==> config.mk <==
export PLATFORM = sky130hd
export DESIGN_NAME = fifo_wr_arb_flat
export DESIGN_NICKNAME = d
export VERILOG_FILES = /design/src/rtl/fifo_wr_arb_if.sv /design/src/rtl/fifo_wr_arb.sv /design/src/flat_wrapper.sv
export SDC_FILE = /design/constraint.sdc
export NUM_CORES = 1
export LEC_CHECK = 0
export ABC_CLOCK_PERIOD_IN_PS = 5200
export BUFFER_PORTS_ARGS = -buffer_cell sky130_fd_sc_hd__buf_4
export CORE_MARGIN = 2
export CORE_UTILIZATION = 50
export CTS_CLUSTER_SIZE = 30
export DETAILED_ROUTE_END_ITERATION = 8
export GPL_ROUTABILITY_DRIVEN = 1
export GPL_TIMING_DRIVEN = 0
export PLACE_DENSITY_LB_ADDON = 0.15
export SLEW_MARGIN = 20
export SYNTH_ARGS = -nofsm -noshare
export SYNTH_HDL_FRONTEND = slang
export SYNTH_SLANG_ARGS = --single-unit
==> constraint.sdc <==
create_clock -name clk -period 5.2 [get_ports clk]
set_input_delay 0.26 -clock clk [delete_from_list [all_inputs] [get_ports clk]]
set_output_delay 0.26 -clock clk [all_outputs]
set_load 0.02 [all_outputs]
==> src/rtl/fifo_wr_arb_if.sv <==
// Handshake bundle between the write requesters, the arbiter and the downstream FIFO.
// The arbiter takes the slave view; the surrounding environment drives the master view.
interface fifo_wr_arb_if #(
   parameter int FIFO_WIDTH = 8,
   parameter int NUM_REQ    = 4
);
   localparam int ID_W = $clog2(NUM_REQ);

   logic [NUM_REQ-1:0]            req_valid;
   logic [NUM_REQ-1:0]            req_last;
   logic [NUM_REQ*FIFO_WIDTH-1:0] req_data;
   logic [NUM_REQ-1:0]            req_ready;
   logic                          fifo_full;
   logic                          fifo_wr_en;
   logic [FIFO_WIDTH-1:0]         fifo_data_in;
   logic [ID_W-1:0]               grant_id;
   logic                          busy;
   logic [15:0]                   wr_count;

   modport master (
      output req_valid, req_last, req_data, fifo_full,
      input  req_ready, fifo_wr_en, fifo_data_in, grant_id, busy, wr_count
   );

   modport slave (
      input  req_valid, req_last, req_data, fifo_full,
      output req_ready, fifo_wr_en, fifo_data_in, grant_id, busy, wr_count
   );
endinterface

==> src/rtl/fifo_wr_arb.sv <==
// Round-robin, packet-locking write arbiter in front of a single FIFO write port.
// Words pass straight through in the cycle they are accepted; a packet holds the grant until its last word.
module fifo_wr_arb #(
   parameter int FIFO_WIDTH = 8,
   parameter int NUM_REQ    = 4
) (
   input  logic         clk,
   input  logic         rstN,
   fifo_wr_arb_if.slave bus
);
   localparam int ID_W = $clog2(NUM_REQ);

   typedef logic [ID_W-1:0] id_t;
   typedef enum logic {IDLE = 1'b0, LOCK = 1'b1} state_t;

   state_t                stateQ, stateD;
   id_t                   rrPtr, rrPtrD;
   id_t                   owner, ownerD;
   id_t                   sel;
   logic                  xfer;
   logic [15:0]           wrCount;
   logic [NUM_REQ-1:0]    readyVec;
   logic [FIFO_WIDTH-1:0] reqWord [NUM_REQ];

   function automatic id_t nextId(input id_t id);
      return (int'(id) == NUM_REQ - 1) ? '0 : id + id_t'(1);
   endfunction

   for (genvar i = 0; i < NUM_REQ; i++) begin : g_unpack
      assign reqWord[i] = bus.req_data[i*FIFO_WIDTH +: FIFO_WIDTH];
   end

   // Scanning the search order backwards lets the earliest valid candidate be the last one written.
   always_comb begin
      logic [ID_W:0] idx;
      // NOTE: every variable gets a default before any branch, so no path can infer a latch.
      idx = '0;
      sel = rrPtr;
      if (stateQ == LOCK) begin
         sel = owner;
      end else begin
         for (int k = NUM_REQ - 1; k >= 0; k--) begin
            idx = {1'b0, rrPtr} + (ID_W + 1)'(k);
            if (int'(idx) >= NUM_REQ) idx = idx - (ID_W + 1)'(NUM_REQ);
            if (bus.req_valid[id_t'(idx)]) sel = id_t'(idx);
         end
      end
   end

   // Gating with rstN keeps the FIFO write port quiet for the whole reset, not just after the first edge.
   assign xfer = rstN & bus.req_valid[sel] & ~bus.fifo_full;

   always_comb begin
      stateD = stateQ;
      rrPtrD = rrPtr;
      ownerD = owner;
      if (xfer) begin
         unique case (stateQ)
            IDLE: begin
               if (bus.req_last[sel]) begin
                  rrPtrD = nextId(sel);
               end else begin
                  stateD = LOCK;
                  ownerD = sel;
               end
            end
            LOCK: begin
               if (bus.req_last[sel]) begin
                  stateD = IDLE;
                  rrPtrD = nextId(owner);
               end
            end
            default: stateD = IDLE;
         endcase
      end
   end

   always_comb begin
      readyVec = '0;
      if (xfer) readyVec[sel] = 1'b1;
   end

   // NOTE: state registers use non-blocking assignments so every flop samples pre-edge values.
   always_ff @(posedge clk or negedge rstN) begin
      if (!rstN) begin
         stateQ  <= IDLE;
         rrPtr   <= '0;
         owner   <= '0;
         wrCount <= '0;
      end else begin
         stateQ <= stateD;
         rrPtr  <= rrPtrD;
         owner  <= ownerD;
         if (xfer) wrCount <= wrCount + 16'd1;
      end
   end

   assign bus.req_ready    = readyVec;
   assign bus.fifo_wr_en   = xfer;
   assign bus.fifo_data_in = xfer ? reqWord[sel] : '0;
   assign bus.grant_id     = xfer ? sel : '0;
   assign bus.busy         = (stateQ == LOCK);
   assign bus.wr_count     = wrCount;

endmodule
==> src/flat_wrapper.sv <==
// flat-port wrapper written by rule: the top's interface ports become plain ports
module fifo_wr_arb_flat 
#(
   parameter int FIFO_WIDTH = 8,
   parameter int NUM_REQ    = 4
)
  (clk, rstN, bus_req_valid, bus_req_last, bus_req_data, bus_fifo_full, bus_req_ready, bus_fifo_wr_en, bus_fifo_data_in, bus_grant_id, bus_busy, bus_wr_count);
  fifo_wr_arb_if #(.FIFO_WIDTH(FIFO_WIDTH), .NUM_REQ(NUM_REQ)) bus_i ();
  input  logic clk;
  input  logic rstN;
  input wire logic [$bits(bus_i.req_valid)-1:0] bus_req_valid;
  input wire logic [$bits(bus_i.req_last)-1:0] bus_req_last;
  input wire logic [$bits(bus_i.req_data)-1:0] bus_req_data;
  input wire logic [$bits(bus_i.fifo_full)-1:0] bus_fifo_full;
  output wire logic [$bits(bus_i.req_ready)-1:0] bus_req_ready;
  output wire logic [$bits(bus_i.fifo_wr_en)-1:0] bus_fifo_wr_en;
  output wire logic [$bits(bus_i.fifo_data_in)-1:0] bus_fifo_data_in;
  output wire logic [$bits(bus_i.grant_id)-1:0] bus_grant_id;
  output wire logic [$bits(bus_i.busy)-1:0] bus_busy;
  output wire logic [$bits(bus_i.wr_count)-1:0] bus_wr_count;
  assign bus_i.req_valid = bus_req_valid;
  assign bus_i.req_last = bus_req_last;
  assign bus_i.req_data = bus_req_data;
  assign bus_i.fifo_full = bus_fifo_full;
  assign bus_req_ready = bus_i.req_ready;
  assign bus_fifo_wr_en = bus_i.fifo_wr_en;
  assign bus_fifo_data_in = bus_i.fifo_data_in;
  assign bus_grant_id = bus_i.grant_id;
  assign bus_busy = bus_i.busy;
  assign bus_wr_count = bus_i.wr_count;
  fifo_wr_arb #(.FIFO_WIDTH(FIFO_WIDTH), .NUM_REQ(NUM_REQ)) u_core (.clk(clk), .rstN(rstN), .bus(bus_i));
endmodule
==> metrics.cfg <==
[status]
status = finished clean

[timing]
period_minus_slack_ns = 3.056
worstMarginPinSlew_ns = 0.4404
tns_ns = 0
hold_viol = 0
fin_crit_sh_pct = 58.77
slew_headroom_pct = 70.58
slew_violations = 0
rsz0062_at_grt = false
fmax_mhz = 327.2
skew_ns = 0.004509
finalSetupViolations = 0

[finish]
fin_cells = 283
layout.cells.most_common = buf_4
drive_gt1_share_pct = 41.00
final_nets = 289
fin_area_mm2 = 0.002233
antenna-diode-count = 0
area_delta_synth_final_pct = 40.77
final_cell_mix = buf_4 (74), dfrtp_1 (21), and2_1 (16)

[worst_setup_path]
critical_path_peak_fanout = 22
endpoint_kind = primary output
startpoint_type = input pin
cp.required_ns = 4.94
setup.worst_path.class = input pin to primary output
cp.arrival_ns = 2.80

[floorplan]
die_w_um = 60.33
core_mm2 = 0.003028
die_area_mm2 = 0.003640
pin_count = 75
num_rows = 20
die_h_um = 60.33
initial_utilization_pct = 52.40

[global_route]
grt_usage_pct = 23.65
grt_pass1_wl_um = 6575
busiest_layer = met2
antenna_found_initial = 0
grt_max_degree = 23
grt_pass1_vias = 1502
use_met3_pct = 2.772
met1_usage_pct = 28.30
use_met2_pct = 43.48
gr-total-overflow = 0

[drt]
firstDrtPassIters = 4
drt-initial-drc-count = 58
vias_per_cell = 5.449
wl_per_cell_um = 14.52
drc_errors = 0
routed_wl_um = 4110
vias = 1542
ant_nets = 0

[logic_synthesis]
syn_area_mm2 = 0.001587
synth.area.top_cells = dfrtp_1 (33%), mux4_2 (11%), xnor2_1 (7.2%)
synthArstFlopShare_pct = 100.0
synth_ff_type = dfrtp_1
synth_top_area_share_pct = 33.12
yosysSeqAreaShare_pct = 33.12
syn_avg_cell_area_um2 = 9.916
synthCells = 160
syn-num-nets = 209
yosysTopAreaCell = dfrtp_1
yosysWarnings = 0
synth-edff-count = 0
synth-seq-cells = 21
yosysUniqueCellTypes = 46

[clock_tree]
cts_sinks = 21
htree_num_levels = 1
cts_buffers = 3
clk_transition_reported_paths_ns = 0.12
clk_latency_ns = 0.30
tritoncts = built
root_buffer = clkbuf_4
cts_resized = 0
clockBufferDepth = 2

[place]
dp_hpwl_um = 3333
postPlaceCellArea_mm2 = 0.002197
post-place-cells = 278
port_buffers = 74
gp_congestion = 0.7849

[run]
maxCapViolCount = 0

[pwr]
p_per_area_mw_per_mm2 = 394.3
peakVddDrop_mv = 0.2823
leakagePower_uw = 0.001097
power.total_uw = 880.6

[hold_path]
hp-class = input pin to asynchronous set/reset pin

==> stage by stage <==
step                      util (%)  hold slack, ns  worst slack [ns]
after floorplan                  -        -0.03559             2.723
after global placement       72.56          0.1545             2.549
after detailed placement     72.56          0.1599             2.485
after CTS                    73.76          0.3685             2.128
after global routing         73.76          0.3723             1.847
final                        73.76          0.3654             2.144
==> layout make-up <==
type / instances / area [µm²]
multi-input cells: 124 / 997.2
fillers: 232 / 794.5
well taps: 44 / 55.05
clock buffers: 4 / 26.28
inverters: 8 / 32.53
flip-flops and latches: 21 / 525.5
repair buffers: 75 / 565.5
plain buffers: 7 / 31.28
==> power breakdown <==
group	internal, µW	switching, µW	leakage, µW
Sequential	198	50.1	0.000270
Combinational	262	291	0.000812
Clock	29.9	49.2	0.0000150
==> worst max-delay path: stages <==
cell	delay, ns
dlygate4sd3_1	0.53
buf_4	0.28
nor2b_1	0.34
and3_1	0.21
nand3_1	0.07
and3_1	0.19
buf_2	0.18
inv_4	0.11
clkbuf_1	0.29
and2_1	0.19
buf_4	0.14
==> cells in the mapped netlist (all sizes together) (4+ instances only) <==
cell	instances
inv	8
nor2	8
and3	5
nand3	5
nand4	8
mux4	8
nor3	4
dfrtp	21
and2	16
ha	6
nand2	15
buf	4
xnor2	13
==> routing by layer <==
layer,vias up,share of wire (%)
met1,750,37
met5,-,0
met2,53,58
li1,734,-
met3,5,4.4
met4,0,1.0
==> final timing paths <==
path                       depth (start not counted)  slack (ns)                             endpoint                           startpoint
setup reg to reg                                   8        2.72          u_core.rrPtr[1]$_DFFE_PN0P_          u_core.bus.busy$_DFFE_PN0P_
min in group clk                                   4        0.46          u_core.owner[1]$_DFFE_PN0P_                      bus_req_last[3]
hold reg to reg                                    1        0.48  u_core.bus.wr_count[15]$_DFFE_PN0P_  u_core.bus.wr_count[15]$_DFFE_PN0P_
hold / removal                                     2        0.37  u_core.bus.wr_count[12]$_DFFE_PN0P_                                 rstN
max in group asynchronous                          2        4.61          u_core.owner[1]$_DFFE_PN0P_                                 rstN
setup / recovery                                  11        2.14                  bus_fifo_data_in[3]                                 rstN
==> cells by family (layout without fill, tap and decap cells) <==
group,count (synthesis),in the layout,synth area share (%)
fa+ha+maj,6,6,4.732
xor+xnor,15,15,8.281
mux,14,14,15.38
buf+inv,15,94,4.022
simple gates,70,70,23.90
flops,21,21,33.12
compound gates,19,19,10.57
==> sequential cells by signal (all words and copies together) (netlist names) <==
name	cells
u_core.bus.wr_count	16
u_core.owner	2
u_core.rrPtr	2
u_core.bus.busy	1
==> timing repair <==
item | 4_1_cts | 5_1_grt
endpoints found under the hold margin | 21 | 0
buffers inserted | 0 | 0
hold buffers | 1 | 0
No activity file was read; power rests on OpenSTA's default activity.
